--- src/rtl/seq_shift_add_multiplier.sv ---
// Sequential unsigned NxN shift-add multiplier: one add/shift step per clock,
// registered 2N-bit product with a one-cycle done pulse (start/done handshake).
module seq_shift_add_multiplier #(
   parameter int N = 4
) (
   input  logic           clk,
   input  logic           rst_n,
   input  logic           start,
   input  logic [N-1:0]   multiplicand,
   input  logic [N-1:0]   multiplier,
   output logic           busy,
   output logic           done,
   output logic [2*N-1:0] product
);

   localparam int CW = $clog2(N + 1);

   typedef enum logic [1:0] {
      S_IDLE = 2'd0,
      S_BUSY = 2'd1,
      S_DONE = 2'd2
   } state_t;

   state_t        state_r;
   state_t        state_nxt_s;
   logic [N-1:0]  a_r;
   logic [N-1:0]  q_r;
   logic [N:0]    acc_r;
   logic [CW-1:0] cnt_r;
   logic [N:0]    sum_s;
   logic [N-1:0]  q_nxt_s;
   logic          load_s;
   logic          step_s;
   logic          finish_s;

   // One add/shift step; acc_r[N] is always zero on entry, so the carry lands in sum_s[N].
   always_comb begin
      sum_s   = acc_r;
      q_nxt_s = q_r;
      if (q_r[0] == 1'b1) begin
         sum_s = acc_r + {1'b0, a_r};
      end else begin
         sum_s = acc_r;
      end
      q_nxt_s = {sum_s[0], q_r[N-1:1]};
   end

   // Next-state and datapath control decode.
   always_comb begin
      state_nxt_s = state_r;
      load_s      = 1'b0;
      step_s      = 1'b0;
      finish_s    = 1'b0;
      case (state_r)
         S_IDLE, S_DONE: begin
            if (start == 1'b1) begin
               load_s      = 1'b1;
               state_nxt_s = S_BUSY;
            end else begin
               state_nxt_s = S_IDLE;
            end
         end
         S_BUSY: begin
            step_s = 1'b1;
            if (cnt_r == CW'(1)) begin
               finish_s    = 1'b1;
               state_nxt_s = S_DONE;
            end else begin
               state_nxt_s = S_BUSY;
            end
         end
         default: begin
            state_nxt_s = S_IDLE;
         end
      endcase
   end

   // State register with registered Moore status outputs.
   always_ff @(posedge clk or negedge rst_n) begin
      if (!rst_n) begin
         state_r <= S_IDLE;
         busy    <= 1'b0;
         done    <= 1'b0;
      end else begin
         state_r <= state_nxt_s;
         busy    <= (state_nxt_s == S_BUSY);
         done    <= (state_nxt_s == S_DONE);
      end
   end

   // Operand capture and shift-add datapath.
   always_ff @(posedge clk or negedge rst_n) begin
      if (!rst_n) begin
         a_r   <= {N{1'b0}};
         q_r   <= {N{1'b0}};
         acc_r <= {(N+1){1'b0}};
         cnt_r <= {CW{1'b0}};
      end else if (load_s) begin
         a_r   <= multiplicand;
         q_r   <= multiplier;
         acc_r <= {(N+1){1'b0}};
         cnt_r <= CW'(N);
      end else if (step_s) begin
         acc_r <= {1'b0, sum_s[N:1]};
         q_r   <= q_nxt_s;
         cnt_r <= cnt_r - CW'(1);
      end else begin
         a_r   <= a_r;
         q_r   <= q_r;
         acc_r <= acc_r;
         cnt_r <= cnt_r;
      end
   end

   // Product is written only on the final step and held otherwise.
   always_ff @(posedge clk or negedge rst_n) begin
      if (!rst_n) begin
         product <= {(2*N){1'b0}};
      end else if (finish_s) begin
         product <= {sum_s[N:1], q_nxt_s};
      end else begin
         product <= product;
      end
   end

endmodule

--- config.mk ---
export PLATFORM = sky130hd
export DESIGN_NAME = seq_shift_add_multiplier
export DESIGN_NICKNAME = d
export VERILOG_FILES = /design/src/rtl/seq_shift_add_multiplier.sv
export SDC_FILE = /design/constraint.sdc
export NUM_CORES = 1
export LEC_CHECK = 0
export CAP_MARGIN = 30
export CORE_MARGIN = 2
export CORE_UTILIZATION = 52
export CTS_CLUSTER_SIZE = 40
export DETAILED_ROUTE_END_ITERATION = 12
export PLACE_DENSITY = 0.84
export SETUP_SLACK_MARGIN = 0.05
export SLEW_MARGIN = 20
export SYNTH_ARGS = -nofsm -noshare
export SYNTH_HDL_FRONTEND = slang
export SYNTH_SLANG_ARGS = --single-unit
--- constraint.sdc ---
create_clock -name clk -period 2.4 [get_ports clk]
set_input_delay 0.24 -clock clk [delete_from_list [all_inputs] [get_ports clk]]
set_output_delay 0.24 -clock clk [all_outputs]
set_load 0.05 [all_outputs]
==> out/results.md <==
## Synthesis
- 50.0% — portion of the post-synthesis area used by sequential elements
- 10.7 um^2 — Mean Syn Cell Area
- sky130_fd_sc_hd__dfrtp_1 — most used flip-flop cell after synthesis
- 144 — total nets after synthesis
- 0 — count of warnings emitted by yosys
- 27 — flip-flop and latch count after synthesis
- sky130_fd_sc_hd__dfrtp_1, sky130_fd_sc_hd__mux2_2, sky130_fd_sc_hd__ha_1 — top cells by area in the synthesized netlist
- 0.00135 mm^2 — post-synthesis instance area
- sky130_fd_sc_hd__dfrtp_1 — largest area contributor in the netlist
- 0 — number of enable flip-flop cells after synthesis
- sky130_fd_sc_hd__dfrtp_1 — most numerous cell in the Yosys netlist
- 30 — Cell variety after synth
- 126 — instance count of the mapped netlist
- 100% — proportion of synthesized flip-flops having asynchronous set or reset
- sky130_fd_sc_hd__dfrtp_1, sky130_fd_sc_hd__nand2_1, sky130_fd_sc_hd__a21oi_1 — top cells by count, synth
- 50.0% — share of the synthesized area in the top cell type

## Layout
- 167 — count of nets after finishing
- 0 — number of antenna cells inserted
- 626 um^2 — multi-input combinational cell area
- 178 — Layout Cells excl Fill
- 19.1% — area added between synthesis and finish
- 676 um^2 — register cell area after layout
- 208 — Filler cells
- 0.00161 mm^2 — post-route cell area
- 11.5% — layout cell share with drive strength beyond 1
- 64.9% — utilization after layout

## Clock network
- 0 — total of hold buffers inserted after clock tree synthesis
- 2 — buffer depth of the longest clock path
- 0 — number of buffers inserted by post-CTS setup repair
- 0.15 ns — clock-pin slew on the worst setup and hold paths
- 3 — number of buffers created by CTS
- 0.32 ns — worst skew pair latency
- 1 — number of H-tree levels
- 27 — CTS sink cnt
- sky130_fd_sc_hd__clkbuf_4 — Clock Root Buffer
- 0 — post-cts repair resize count
- built — TritonCTS clock tree

## STA
- 0 — number of endpoints with negative hold slack in the final report
- 514 MHz — Peak Freq
- 1.95 ns — post-layout min period
- 67.1% — max-slew headroom at the worst pin
- 0.0128 ns — Final Skew
- no — RSZ-0062 raised after global routing
- 81.1% — final critical-path share of the clock period
- 0.493 ns — slew at the pin closest to its max-slew limit
- 0 ns — final sum of negative setup slack
- 0 — total count of max-transition violations in the final report
- 0 — final setup violation count
- 0.454 ns — final setup slack of the worst path

## Run status
- finished clean — run status

## Placed design
- 0.00158 mm^2 — instance area at placement
- 1900 um — estimated wirelength of the detail-placed design
- 0.481 ns — worst slack at placement
- 20 — I/O Buffers
- 0.819 — global placement routability congestion
- 174 — cell count after placement

## Critical path
- 2.16 ns — crit path DAT
- flop — nature of the critical path endpoint
- 0.44 ns — slowest stage delay, CP
- flop — launching element type of the critical path
- sky130_fd_sc_hd__dfrtp_1 — cell with the biggest individual delay on the critical path
- ha_1 -> fa_1 -> mux2_4 -> mux2_2 -> a22o_1 — cell chain of the critical path
- reg2reg — critical path start-end classification
- 4 — maximum fanout along the worst path
- 2.62 ns — Required @ worst endpoint

## Floorplan
- 55.0 um — width of the chip
- 0.00248 mm^2 — placeable core region
- 0.00302 mm^2 — die area
- 21 — top-level port count
- 18 — # rows
- 55.0 um — Chip Height
- 54.5% — effective utilization at floorplan

## Pwr
- 0.00132 W — internal power summed over all cells
- 8.3% — proportion of power drawn by the clock network
- 43.8% — switching power share of the total
- 0.00103 W — sw power
- 56.1% — logic gate share of total power
- 0.000776 V — peak supply drop
- 35.6% — sequential fraction of design power
- 1460 mW/mm^2 — ratio of total power to cell area
- 0.726 nW — reported leakage power

## GRT
- 0 — residual overflow from global routing
- 979 — number of global-route vias before repair
- 0 — initial antenna violation count
- 19.9% — GRT Resource Usage Total
- 28 — pin count of the biggest net entering global routing
- 4270 um — wire length of the first global-routing pass

## Detailed routing
- 5.48 — via-per-instance ratio
- 14.1 um — WL per Instance
- 30 — First DRT Iteration DRCs
- 4 — router iterations before antenna repair
- 2510 um — wire length reported by the detailed router
- 0 — count of antenna-violating nets left after detailed routing
- 0 — post-detailed-route DRC marker count
- 976 — via count

## Run
- 0 — total of max-cap violations

## Min path
- in2async — Hold/Removal Path Class

==> path summary, 6_finish.rpt <==
kind,from,to,slack (ns),depth (start not counted)
worst min register to register,product[0],product[0],0.50,2
worst max-delay path,acc_r[0],acc_r[0],0.45,5
min in group clk,product[0],product[0],0.50,2
worst min-delay path,rst_n,done,0.27,2
max in group asynchronous,rst_n,acc_r[2],1.87,2
worst max register to register,acc_r[0],acc_r[0],0.45,5
==> cell usage in the layout, fill, tap and decap left out, types with 2 or more instances in the layout <==
cell and n:
sky130_fd_sc_hd__a21oi_1 9, sky130_fd_sc_hd__mux2_2 7, sky130_fd_sc_hd__clkdlybuf4s50_1 20, sky130_fd_sc_hd__a211oi_1 4
sky130_fd_sc_hd__nand2_1 18, sky130_fd_sc_hd__clkbuf_4 3, sky130_fd_sc_hd__nand2b_1 4, sky130_fd_sc_hd__a31oi_1 2
sky130_fd_sc_hd__inv_1 4, sky130_fd_sc_hd__mux2i_1 5, sky130_fd_sc_hd__dfrtp_1 27, sky130_fd_sc_hd__ha_1 6
sky130_fd_sc_hd__o21ai_0 7, sky130_fd_sc_hd__a22o_1 3, sky130_fd_sc_hd__nor2b_1 7, sky130_fd_sc_hd__xnor2_1 3
sky130_fd_sc_hd__nor2_1 3, sky130_fd_sc_hd__buf_4 3
==> stage by stage <==
stage / hold WS, ns / power, W
3_5_place_dp: 0.466 / 0.00217
5_1_grt: 0.316 / 0.00255
6_report: 0.271 / 0.00235
4_1_cts: 0.293 / 0.00237
2_1_floorplan: -0.0556 / 0.00182
3_3_place_gp: 0.462 / 0.00211
==> cell type report <==
class | instances | area share (%)
Clock buffer | 3 | 1.40
Clock inverter | 1 | 0.311
Inverter | 5 | 1.17
Multi-Input combinational cell | 89 | 38.9
Sequential cell | 27 | 42.0
Tap cell | 30 | 2.33
Timing Repair Buffer | 23 | 13.9
==> kinds of logic after synthesis <==
group           share of synthesized area, %
mux                                     10.7
buf+inv                                 3.61
simple gates                            13.9
compound gates                          12.8
flops                                   50.0
xor+xnor                                1.95
fa+ha+maj                               7.04
==> flip-flops by register name (all words and copies together), names as in the netlist <==
signal,cells
acc_r,4
a_r,4
state_r,2
cnt_r,3
busy,1
done,1
product,8
q_r,4
==> power groups by stage <==
stage | sequential, W | clock, W | combinational (W)
3_3_place_gp | 0.000835 | 0 | 0.00128
6_report | 0.000838 | 0.000196 | 0.00132
5_1_grt | 0.000867 | 0.000217 | 0.00147
2_1_floorplan | 0.00106 | 0 | 0.000764
4_1_cts | 0.000841 | 0.000195 | 0.00133
3_5_place_dp | 0.000851 | 0 | 0.00132
==> critical path, delay by kind of cell, from the launching register on <==
kind | cells | cell delay [ns]
fa+ha+maj | 2 | 0.66
mux | 2 | 0.54
flops | 1 | 0.44
compound gates | 1 | 0.23
==> layer usage <==
| metal | GRT usage [%] | vias up | share of wire, % |
|---|---|---|---|
| met5 | 0 | - | 0 |
| met3 | 2.42 | 2 | 3.1 |
| met1 | 24.9 | 478 | 44 |
| met4 | 4.88 | 0 | 0.56 |
| li1 | - | 478 | - |
| met2 | 36.3 | 18 | 53 |
No activity file was read; power rests on OpenSTA's default activity.
==> patch: new RTL, same settings <==
Encoding of `state_t`: now one-hot (3 bits for 3 states).
--- a/src/rtl/seq_shift_add_multiplier.sv
+++ b/src/rtl/seq_shift_add_multiplier.sv
@@ -17,6 +17,6 @@
 
-   typedef enum logic [1:0] {
-      S_IDLE = 2'd0,
-      S_BUSY = 2'd1,
-      S_DONE = 2'd2
+   typedef enum logic [2:0] {
+      S_IDLE = 3'b001,
+      S_BUSY = 3'b010,
+      S_DONE = 3'b100
    } state_t;
Formal check against the unedited RTL: same outputs for any inputs over 10 cycles, from zero or initial values and one cycle with rst_n low; not proved beyond that.
==> patch against the original RTL <==
  * Non-clock buffer count shrank 1
  * Area after synthesis down 4.2%
  * Worst hold slack got worse by 0.024 ns
  * Sequential power is 8.0% lower
  * Power down 21%
  * Final area shrank 1.9%
  * Final cell count shrank 5.1%
  * Routed wire length fell by 7.8%
  * Count of clock-buffer cells in the layout unchanged
  * Sequential cell count increased by 1
  * Setup slack gained 0.17 ns
  * Sequential share of layout area grew 2.5 points
  * Critical path type unchanged
  * Highest routed layer unchanged
==> patch: results (changes against the original RTL) <==
Met3 Use GR: 0.0250 (+0.000806)
Max incr delay on CP: 0.59 ns (+0.15 ns)
Storage cell area: 702 um2 (+3.9%)
Clock share of power: 0.167 (+0.084)
Placed cell count: 165 (-5.2%)
GR Layer Usage met1: 0.250 (+0.00132)
Vias in the first global route: 942 (-3.8%)
Critical path startpoint: state_r[0]
Fraction of area in multi-input gates: 0.352 (-0.0375)
First-pass GRT wire length: 4120 um (-3.6%)
Cell family with most CP delay: simple AND/OR/NAND/NOR gates
Length of routed met3 wiring: 75 um (-3.8%)
Non-clk bufs: 22 (-4.3%)
Clock group: 310 uW (+58%)
Routed vias: 911 (-6.7%)
Syn Area/Cell: 11.0 um2 (+2.3%)
Post-synth top cells: dfrtp_1 (27), nand2_1 (24), o21ai_0 (8)
Multi-input gates: 81 (-9.0%)
GR Util met2: 0.348 (-0.0155)
GP Congestion: 0.746 (-8.9%)
DP HPWL: 1780 um (-6.1%)
Run status: finished, final reports clean
Reg-to-reg startpoint: state_r[0]
Netlist cell types: 32 (+6.7%)
Syn_nets: 136 (-5.6%)
Seq pwr share: 0.415 (+0.059)
Buffer share of cell area: 0.137 (-0.00201)
M1 wire length: 1060 um (-3.7%)
Drt total wl: 2320 um (-7.8%)
Pleak: 0.000730 uW (+0.54%)
Share of cells above drive strength 1: 0.115 (+0.000243)
Share of the yosys chip area belonging to registers: 0.543 (+0.0421)
Peak supply drop: 0.000675 V (-13%)
Synth top area cells: dfrtp_1 (52%), nand2_1 (7.0%), ha_1 (5.8%)
Nonclk inv count: 4 (-1)
DR WL met2: 1150 um (-13%)
Worst-margin pin slew: 0.620 ns (+0.127 ns)
Slowest-stage cell, CP: dfstp_2
WP data arrival: 2.01 ns (-0.15 ns)
Sw Ratio: 0.383 (-0.0557)
## patch: cell types whose count changed after synthesis, sizes merged, moves of 2 or more
cell,unedited run,this run
nor2b,7,2
or3b,0,2
o21bai,0,3
nand2b,4,1
a21oi,9,4
nor3b,0,2
a211oi,4,1
mux2,8,4
nand2,18,24
o21ai,7,9
o22ai,1,3
a22o,3,1
## patch: worst paths after layout
check | end | slack [ns] | cells after the start
min in group clk | q_r[1] | 0.46 | 3
worst min-delay path | cnt_r[1] | 0.25 | 2
max in group asynchronous | state_r[0] | 1.86 | 2
worst max register to register | q_r[3] | 0.63 | 4
worst min register to register | product[4] | 0.50 | 2
worst max-delay path | q_r[3] | 0.63 | 4
## patch: metrics by stage
stage / utilization / hold slack [ns]
after floorplan: - / -0.0556
after global placement: 0.632 / 0.460
after detailed placement: 0.632 / 0.473
after CTS: 0.654 / 0.260
after global routing: 0.654 / 0.292
final: 0.654 / 0.247
